--- src/rtl/pps_phase_detector_pkg.sv ---
// Shared constants and the signed saturation helper used by the PPS phase detector.
package pps_phase_detector_pkg;

  localparam int NOMINAL_200M = 200_000_000;
  localparam int ERR_W_DEF    = 16;

  // Clamp a signed value into the range representable by a w-bit two's complement word.
  function automatic logic signed [63:0] sat_to_width(input logic signed [63:0] v,
                                                      input int unsigned       w);
    logic signed [63:0] hi;
    logic signed [63:0] lo;
    hi = (64'sd1 <<< (w - 32'd1)) - 64'sd1;
    lo = -hi - 64'sd1;
    if (v > hi) begin
      return hi;
    end else if (v < lo) begin
      return lo;
    end else begin
      return v;
    end
  endfunction

endpackage

--- src/rtl/pps_phase_detector_ref_edge_locator.sv ---
// Priority encoder over the ref_clk sample window: newest rising edge (lowest index) wins.
module ref_edge_locator #(
  parameter int SHIFT_LEN = 20,
  parameter int PH_W      = $clog2(SHIFT_LEN)
) (
  input  logic [SHIFT_LEN-1:0] shft_i,
  output logic                 found_o,
  output logic [PH_W-1:0]      index_o
);

  // Scan from oldest to newest so the lowest matching index is the one left standing.
  always_comb begin
    found_o = 1'b0;
    index_o = '1;
    for (int i = SHIFT_LEN - 2; i >= 0; i--) begin
      if (shft_i[i] && !shft_i[i+1]) begin
        found_o = 1'b1;
        index_o = PH_W'(i);
      end else begin
        found_o = found_o;
        index_o = index_o;
      end
    end
  end

endmodule

--- src/rtl/pps_phase_detector.sv ---
// PPS period / ref_clk phase measurement feeding the DPLL loop filter; flags loss of PPS.
module pps_phase_detector
  import pps_phase_detector_pkg::*;
#(
  parameter int CNT_W       = 32,
  parameter int ERR_W       = ERR_W_DEF,
  parameter int NOMINAL     = NOMINAL_200M,
  parameter int LOST_MARGIN = 1000,
  parameter int SHIFT_LEN   = 20,
  parameter int PH_W        = $clog2(SHIFT_LEN)
) (
  input  logic             clk_200,
  input  logic             reset,
  input  logic             enable,
  input  logic             pps_in,
  input  logic             ref_clk_in,
  output logic             meas_valid,
  output logic [CNT_W-1:0] period_count,
  output logic [ERR_W-1:0] period_err,
  output logic [PH_W-1:0]  ref_phase,
  output logic             ref_phase_valid,
  output logic             pps_lost,
  output logic [15:0]      meas_count
);

  localparam logic [CNT_W-1:0]        LOST_AT = CNT_W'(NOMINAL + LOST_MARGIN);
  localparam logic signed [CNT_W:0]   NOM_V   = (CNT_W + 1)'(NOMINAL);

  logic                 pps_s1_q, pps_s2_q, pps_dly_q, ref_s1_q;
  logic [SHIFT_LEN-1:0] shft_q;
  logic [CNT_W-1:0]     cnt_q, cnt_d, cnt_inc_s;
  logic                 armed_q, armed_d, lost_q, lost_d, mv_q, mv_d, pv_q, pv_d;
  logic [CNT_W-1:0]     pc_q, pc_d;
  logic [ERR_W-1:0]     err_q, err_d, err_sat_s;
  logic [PH_W-1:0]      ph_q, ph_d, loc_idx_s;
  logic [15:0]          mc_q, mc_d;
  logic                 loc_found_s, pps_edge_s;
  logic signed [CNT_W:0] diff_s;

  // Synchronisers; shft_q[0] plays the role of the second ref stage so both paths share latency.
  always_ff @(posedge clk_200 or posedge reset) begin
    if (reset) begin
      pps_s1_q  <= 1'b0;
      pps_s2_q  <= 1'b0;
      pps_dly_q <= 1'b0;
      ref_s1_q  <= 1'b0;
      shft_q    <= '0;
    end else begin
      pps_s1_q  <= pps_in;
      pps_s2_q  <= pps_s1_q;
      pps_dly_q <= pps_s2_q;
      ref_s1_q  <= ref_clk_in;
      shft_q    <= {shft_q[SHIFT_LEN-2:0], ref_s1_q};
    end
  end

  assign pps_edge_s = pps_s2_q & ~pps_dly_q;
  assign cnt_inc_s  = (cnt_q == '1) ? cnt_q : cnt_q + CNT_W'(1);
  assign diff_s     = $signed({1'b0, cnt_inc_s}) - NOM_V;
  assign err_sat_s  = ERR_W'(sat_to_width(64'(diff_s), ERR_W));

  ref_edge_locator #(
    .SHIFT_LEN (SHIFT_LEN),
    .PH_W      (PH_W)
  ) u_locator (
    .shft_i  (shft_q),
    .found_o (loc_found_s),
    .index_o (loc_idx_s)
  );

  // Counter, arm/lost flags and measurement capture.
  always_comb begin
    cnt_d   = cnt_q;
    armed_d = armed_q;
    lost_d  = lost_q;
    mv_d    = 1'b0;
    pc_d    = pc_q;
    err_d   = err_q;
    ph_d    = ph_q;
    pv_d    = pv_q;
    mc_d    = mc_q;
    if (!enable) begin
      cnt_d   = '0;
      armed_d = 1'b0;
      lost_d  = 1'b0;
    end else if (pps_edge_s) begin
      cnt_d   = '0;
      armed_d = 1'b1;
      lost_d  = 1'b0;
      if (armed_q && !lost_q) begin
        mv_d  = 1'b1;
        pc_d  = cnt_inc_s;
        err_d = err_sat_s;
        ph_d  = loc_idx_s;
        pv_d  = loc_found_s;
        mc_d  = mc_q + 16'd1;
      end else begin
        mv_d  = 1'b0;
      end
    end else begin
      cnt_d = cnt_inc_s;
      if (cnt_inc_s == LOST_AT) begin
        lost_d = 1'b1;
      end else begin
        lost_d = lost_q;
      end
    end
  end

  // State and output registers.
  always_ff @(posedge clk_200 or posedge reset) begin
    if (reset) begin
      cnt_q   <= '0;
      armed_q <= 1'b0;
      lost_q  <= 1'b0;
      mv_q    <= 1'b0;
      pc_q    <= '0;
      err_q   <= '0;
      ph_q    <= '1;
      pv_q    <= 1'b0;
      mc_q    <= 16'd0;
    end else begin
      cnt_q   <= cnt_d;
      armed_q <= armed_d;
      lost_q  <= lost_d;
      mv_q    <= mv_d;
      pc_q    <= pc_d;
      err_q   <= err_d;
      ph_q    <= ph_d;
      pv_q    <= pv_d;
      mc_q    <= mc_d;
    end
  end

  assign meas_valid      = mv_q;
  assign period_count    = pc_q;
  assign period_err      = err_q;
  assign ref_phase       = ph_q;
  assign ref_phase_valid = pv_q;
  assign pps_lost        = lost_q;
  assign meas_count      = mc_q;

endmodule

--- config.mk ---
export PLATFORM = sky130hd
export DESIGN_NAME = pps_phase_detector
export DESIGN_NICKNAME = d
export VERILOG_FILES = /design/src/rtl/pps_phase_detector_pkg.sv /design/src/rtl/pps_phase_detector_ref_edge_locator.sv /design/src/rtl/pps_phase_detector.sv
export SDC_FILE = /design/constraint.sdc
export NUM_CORES = 1
export LEC_CHECK = 0
export ABC_AREA = 1
export CORE_ASPECT_RATIO = 0.9
export CORE_MARGIN = 2
export CORE_UTILIZATION = 40
export DETAILED_ROUTE_END_ITERATION = 8
export GPL_ROUTABILITY_DRIVEN = 0
export PLACE_DENSITY = 0.72
export SYNTH_ARGS = -nofsm -noshare
export SYNTH_HDL_FRONTEND = slang
export SYNTH_HIERARCHICAL = 1
export SYNTH_SLANG_ARGS = --single-unit
--- constraint.sdc ---
create_clock -name clk_200 -period 5.3 [get_ports clk_200]
set_input_delay 1.325 -clock clk_200 [delete_from_list [all_inputs] [get_ports clk_200]]
set_output_delay 1.325 -clock clk_200 [all_outputs]
set_load 0.005 [all_outputs]
==> results_dict.tcl, run 1 <==
set metrics [dict create \
    dr_total_vias 6548 \
    whs_ns 0.350 \
    cp.required_ns 5.60 \
    cap_violations 0 \
    via_per_inst 4.89 \
    wirelength_um 18300 \
    cp_max_fo 36 \
    slew_viol_final 0 \
    pwr-share-seq 0.418 \
    port_buffers 76 \
    tightest_slew_ns 0.886 \
    cp.buffers_inverters 3 \
    p_leak_nw 4.52 \
    drtIter0Drc 467 \
    hp-start "pps_s1_q" \
    yosys_warnings 6 \
    synth_edf_count 0 \
    critPathSlowestCell "dfrtp_1" \
    core_mm2 0.0177 \
    synth-async-reset-ratio 1.00 \
    seq_area_mm2 0.00323 \
    clock_skew_ns 0.00850 \
    antennaDiodeCount 0 \
    drtAntennaViolNets 0 \
    reg2reg_slack_ns 1.33 \
    fin_crit_ns 3.97 \
    yosysMostFrequentCell "nand2_1" \
    rsz0062_at_grt "no" \
    cts_resized 0 \
    netlist.area_leader.share 0.425 \
    reg2reg_depth 27 \
    fin_nets 1094 \
    io_pins 77 \
    critPathKind "register to register" \
    multi_input_area_mm2 0.00347 \
    clkPwrFrac 0.508 \
    startpoint_type "register" \
    yosysTopAreaCell "dfrtp_1" \
    r2r-start "cnt_q[1]" \
    min_path_cells 0 \
    finalHoldViolCount 0 \
    cpMostUsedCell "nand2_1" \
    arrival_ns 4.27 \
    cts_root_buffer "clkbuf_16" \
    cts_hold_repair.buffers 0 \
    synth_common_cells "nand2_1 (361), nor2_1 (125), dfrtp_1 (124)" \
    holdCritPathClass "register to register" \
    hold_path_end "pps_s2_q" \
    clk_path_buf_depth 2 \
    regToRegEndpoint "period_err[11]" \
    cts_max_level 4 \
    die_h_um 132 \
    grt_max_degree 88 \
    cp-end-kind "register" \
    drive_gt1_frac 0.106 \
    clk_latency_ns 0.42 \
    status "complete, no violations" \
    place_ws_ns 1.26 \
    post_cts_buffers 0 \
    synth_cell_types 39 \
    max_clock_freq_mhz 252 \
    cp_top_family "simple AND/OR/NAND/NOR gates" \
    p_switching_uw 577 \
    ir_drop_v 0.000243 \
    p_per_area_mw_per_mm2 287 \
    syn-cell-area_mm2 0.00729 \
    synth-main-ff-cell "dfrtp_1" \
    power_mw 2.57 \
    synth_nets 1013 \
    drt-pass1-iter-count 5 \
    grt_pass1_vias 6329 \
    drc 0 \
    p_comb_frac 0.074 \
    worst_slack_ns 1.33 \
    num_rows 46 \
    cts_tree "done" \
    timing.final.crit_share 0.749 \
    setup_tns_ns 0 \
    synth_area_leaders "dfrtp_1 (43%), nand2_1 (19%), nor2_1 (6.4%)" \
    clk_pin_slew_ns 0.06 \
    ys_ff_latch 129 \
    wl_per_cell_um 13.7 \
    area_growth_pct 22.5 \
    postSynthCellCount 1005 \
    setup_viol 0 \
    p_int_mw 1.99 \
    avgSynthCellArea_um2 7.26 \
    maxSlewHeadroom 0.409 \
    antenna_found_initial 0 \
    start_util 0.411 \
    cts_buffers 17 \
    sw_frac_of_total 0.225 \
    grt_pass1_wl_um 30700 \
    grt_util_all_layers 0.196 \
    max_stage_delay_ns 0.39 \
    overflow 0 \
    die_x_um 146 \
    final_core_util 0.504 \
    cts_sinks 129 \
    fillers 1726 \
    yosysSeqAreaShare 0.443 \
    die-area_mm2 0.0193 \
    dpl.hpwl_um 13600 \
]
==> power by group through the flow <==
stage | Sequential, mW | Clock, mW | Combinational, mW
finish | 1.07 | 1.30 | 0.189
global route | 1.08 | 1.37 | 0.214
CTS | 1.07 | 1.33 | 0.193
detailed placement | 1.09 | 0 | 0.190
global placement | 1.09 | 0 | 0.188
floorplan | 1.08 | 0 | 0.0926
==> worst max-delay path by stage <==
stage               depth (start not counted)              to  startpoint  slack, ns
CTS                                        27  period_err[11]    cnt_q[1]       1.36
global placement                           12  meas_count[14]      enable       1.29
detailed placement                         12  meas_count[14]      enable       1.26
floorplan                                   1         armed_q       reset       0.54
finish                                     27  period_err[11]    cnt_q[1]       1.33
global route                               27   period_err[8]    cnt_q[1]       0.94
==> kinds of logic (layout without fill, tap and decap cells) <==
group,Yosys count,count (layout),share of synthesized area
AND/OR/NAND/NOR,651,651,0.398
buffers and inverters,142,236,0.0813
flip-flops,129,129,0.443
AO/OA/AOI/OAI,53,53,0.0401
XOR/XNOR,27,27,0.0324
adder cells (fa/ha/maj),3,3,0.00515
==> placed cells by master, fill, tap and decap left out, drive strengths merged, types with 7 or more instances in the layout <==
cell           count
nand2            406
nor2             141
inv              127
dfrtp            124
clkdlybuf4s50     76
nand3             70
o21ai             35
clkbuf            21
xor2              15
nand4             15
xnor2             12
a21oi              9
nor3               7
==> routing by layer <==
metal | up-vias | share of wire | track usage
met3 | 35 | 0.062 | 0.0526
met4 | 0 | 0.019 | 0.0615
li1 | 3268 | - | -
met2 | 187 | 0.46 | 0.318
met1 | 3058 | 0.45 | 0.257
met5 | - | 0 | 0
==> sequential cells by signal, summed over array words and instances, names as in the netlist <==
name,flops
ref_phase,5
pps_s1_q,1
ref_s1_q,1
meas_count,16
cnt_q,32
meas_valid,1
armed_q,1
period_err,16
period_count,32
pps_lost,1
pps_dly_q,1
shft_q,20
ref_phase_valid,1
pps_s2_q,1
==> through the flow <==
step                cell area, um2  instances
global route                  8930       1339
floorplan                     7290       1005
finish                        8930       1339
global placement              8270       1307
detailed placement            8270       1307
CTS                           8930       1339
==> final cells by class <==
| type | count | area share |
|---|---|---|
| Multi-Input combinational cell | 734 | 0.388 |
| Clock inverter | 11 | 0.0224 |
| Clock buffer | 21 | 0.0515 |
| Timing Repair Buffer | 80 | 0.0899 |
| Sequential cell | 129 | 0.362 |
| Tap cell | 240 | 0.0336 |
| Inverter | 124 | 0.0524 |
(Power assumes the default switching activity.)
==> inputs of run 2 (changes only) <==
PLACE_DENSITY = 0.74   (was 0.72)
clock period = 3.5 ns   (was 5.3 ns; I/O delays follow)
==> results_dict.tcl, run 2 (synthesized netlist as in run 1, its figures left out) <==
set metrics [dict create \
    clk_path_buf_depth 2 \
    wl_per_cell_um 14.2 \
    drtAntennaViolNets 0 \
    io_pins 77 \
    slew_viol_final 0 \
    power_mw 3.73 \
    cts_hold_repair.buffers 0 \
    status "complete, no violations" \
    maxSlewHeadroom 0.492 \
    cts_max_level 4 \
    fin_crit_ns 3.24 \
    via_per_inst 4.89 \
    final_cell_mix "nand2_1 (359), dfrtp_1 (120), nor2_1 (116), inv_1 (111), clkdlybuf4s50_1 (76)" \
    cts_tree "done" \
    antenna_found_initial 0 \
    r2r-start "cnt_q[1]" \
    cap_violations 0 \
    clock_skew_ns 0.0162 \
    timing.final.crit_share 0.927 \
    core_mm2 0.0177 \
    cp.required_ns 3.82 \
    cts_buffers 17 \
    num_rows 46 \
    port_buffers 76 \
    dr_total_vias 6637 \
    antennaDiodeCount 0 \
    arrival_ns 3.57 \
    die_x_um 146 \
    whs_ns 0.347 \
    grt_util_all_layers 0.206 \
    tightest_slew_ns 0.762 \
    grt_max_degree 88 \
    cts_sinks 129 \
    area_growth_pct 25.0 \
    grt_pass1_vias 6457 \
    critPathKind "register to register" \
    drtIter0Drc 638 \
    finalHoldViolCount 0 \
    final_common_cell "nand2_1" \
    die_h_um 132 \
    rsz0062_at_grt "no" \
    max_clock_freq_mhz 308 \
    grt_pass1_wl_um 31900 \
    p_per_area_mw_per_mm2 409 \
    start_util 0.411 \
    cp_max_fo 7 \
    startpoint_type "register" \
    overflow 0 \
    fillers 1717 \
    setup_tns_ns 0 \
    setup_viol 0 \
    p_leak_nw 4.58 \
    die-area_mm2 0.0193 \
    drive_gt1_frac 0.141 \
    drt-pass1-iter-count 8 \
    drc 0 \
    ir_drop_v 0.000447 \
    holdCritPathClass "register to register" \
    cp-end-kind "register" \
    fin_nets 1112 \
    hp-start "pps_s1_q" \
    cts_root_buffer "clkbuf_16" \
    critPathLaunch "cnt_q[1]" \
    clk_latency_ns 0.43 \
    dpl.hpwl_um 14300 \
    wirelength_um 19200 \
    clk_pin_slew_ns 0.06 \
]
[run 2: cell count changes in the layout (fill, tap and decap cells not counted), sizes merged]
cell / previous run / this run
clkbuf: 21 / 19
buf: 4 / 21
clkinv: 1 / 5
bufinv: 5 / 2
nand2: 406 / 407
inv: 127 / 128
[run 2: per-stage QoR]
stage	cells	utilization	worst slack, ns	area, um2
floorplan	1005	-	0.337	7300
global placement	1323	0.474	-0.0537	8390
detailed placement	1323	0.474	-0.109	8390
CTS	1355	0.508	0.00822	9000
global route	1357	0.514	0.00715	9120
finish	1357	0.514	0.255	9120
[run 2: final cells by class]
cell class	count	area, um2	area share
Clock buffer	19	453	0.0497
Clock inverter	13	150	0.0165
Sequential cell	129	3240	0.355
Inverter	124	469	0.0515
Tap cell	240	300	0.0329
Multi-Input combinational cell	735	3570	0.391
Timing Repair Buffer	97	938	0.103
[run 2: power by group]
group | internal [mW] | switching (mW) | total (mW)
clock network | 1.10 | 0.705 | 1.80
logic | 0.145 | 0.155 | 0.300
registers | 1.56 | 0.0608 | 1.62
total | 2.81 | 0.921 | 3.73
[run 2: final timing paths]
path                                   to  slack, ns  cells after the start
max                        period_err[13]       0.26                     23
min                              pps_s2_q       0.35                      0
max reg2reg                period_err[13]       0.26                     23
min reg2reg                      pps_s2_q       0.35                      0
max in group asynchronous   period_err[6]       1.85                      3
min in group asynchronous       shft_q[6]       0.88                      2
[run 2: worst max-delay path, stage by stage, from the launching register on]
cell and delay (ns):
dfrtp_1 0.42, buf_4 0.14, nand2_1 0.04, nor2_1 0.17, buf_4 0.16, nand2_1 0.09
nor2_4 0.17, nand2_1 0.11, xor2_1 0.24, nand2_1 0.16, nor2_1 0.14, nand2_1 0.06
inv_1 0.08, nand2_1 0.08, nor2_1 0.19, nand3_1 0.13, nand2_1 0.10, nand2_1 0.06
nor2_2 0.12, nand3_4 0.15, nand2_4 0.15, nand2_1 0.07, nand2_1 0.06, nand2_1 0.06
[run 2: layer usage]
| metal | global-route usage | part of all wire | vias up |
|---|---|---|---|
| li1 | - | - | 3309 |
| met1 | 0.262 | 0.44 | 3059 |
| met2 | 0.331 | 0.46 | 227 |
| met3 | 0.0668 | 0.073 | 42 |
| met4 | 0.0723 | 0.022 | 0 |
| met5 | 0 | 0 | - |
[run 2: repair_timing]
action / in CTS / in global routing
resized for setup: 2 / 28
setup endpoints to repair: 15 / 15
setup buffers: 0 / 1
cloned: 0 / 1
pin swaps: 0 / 6
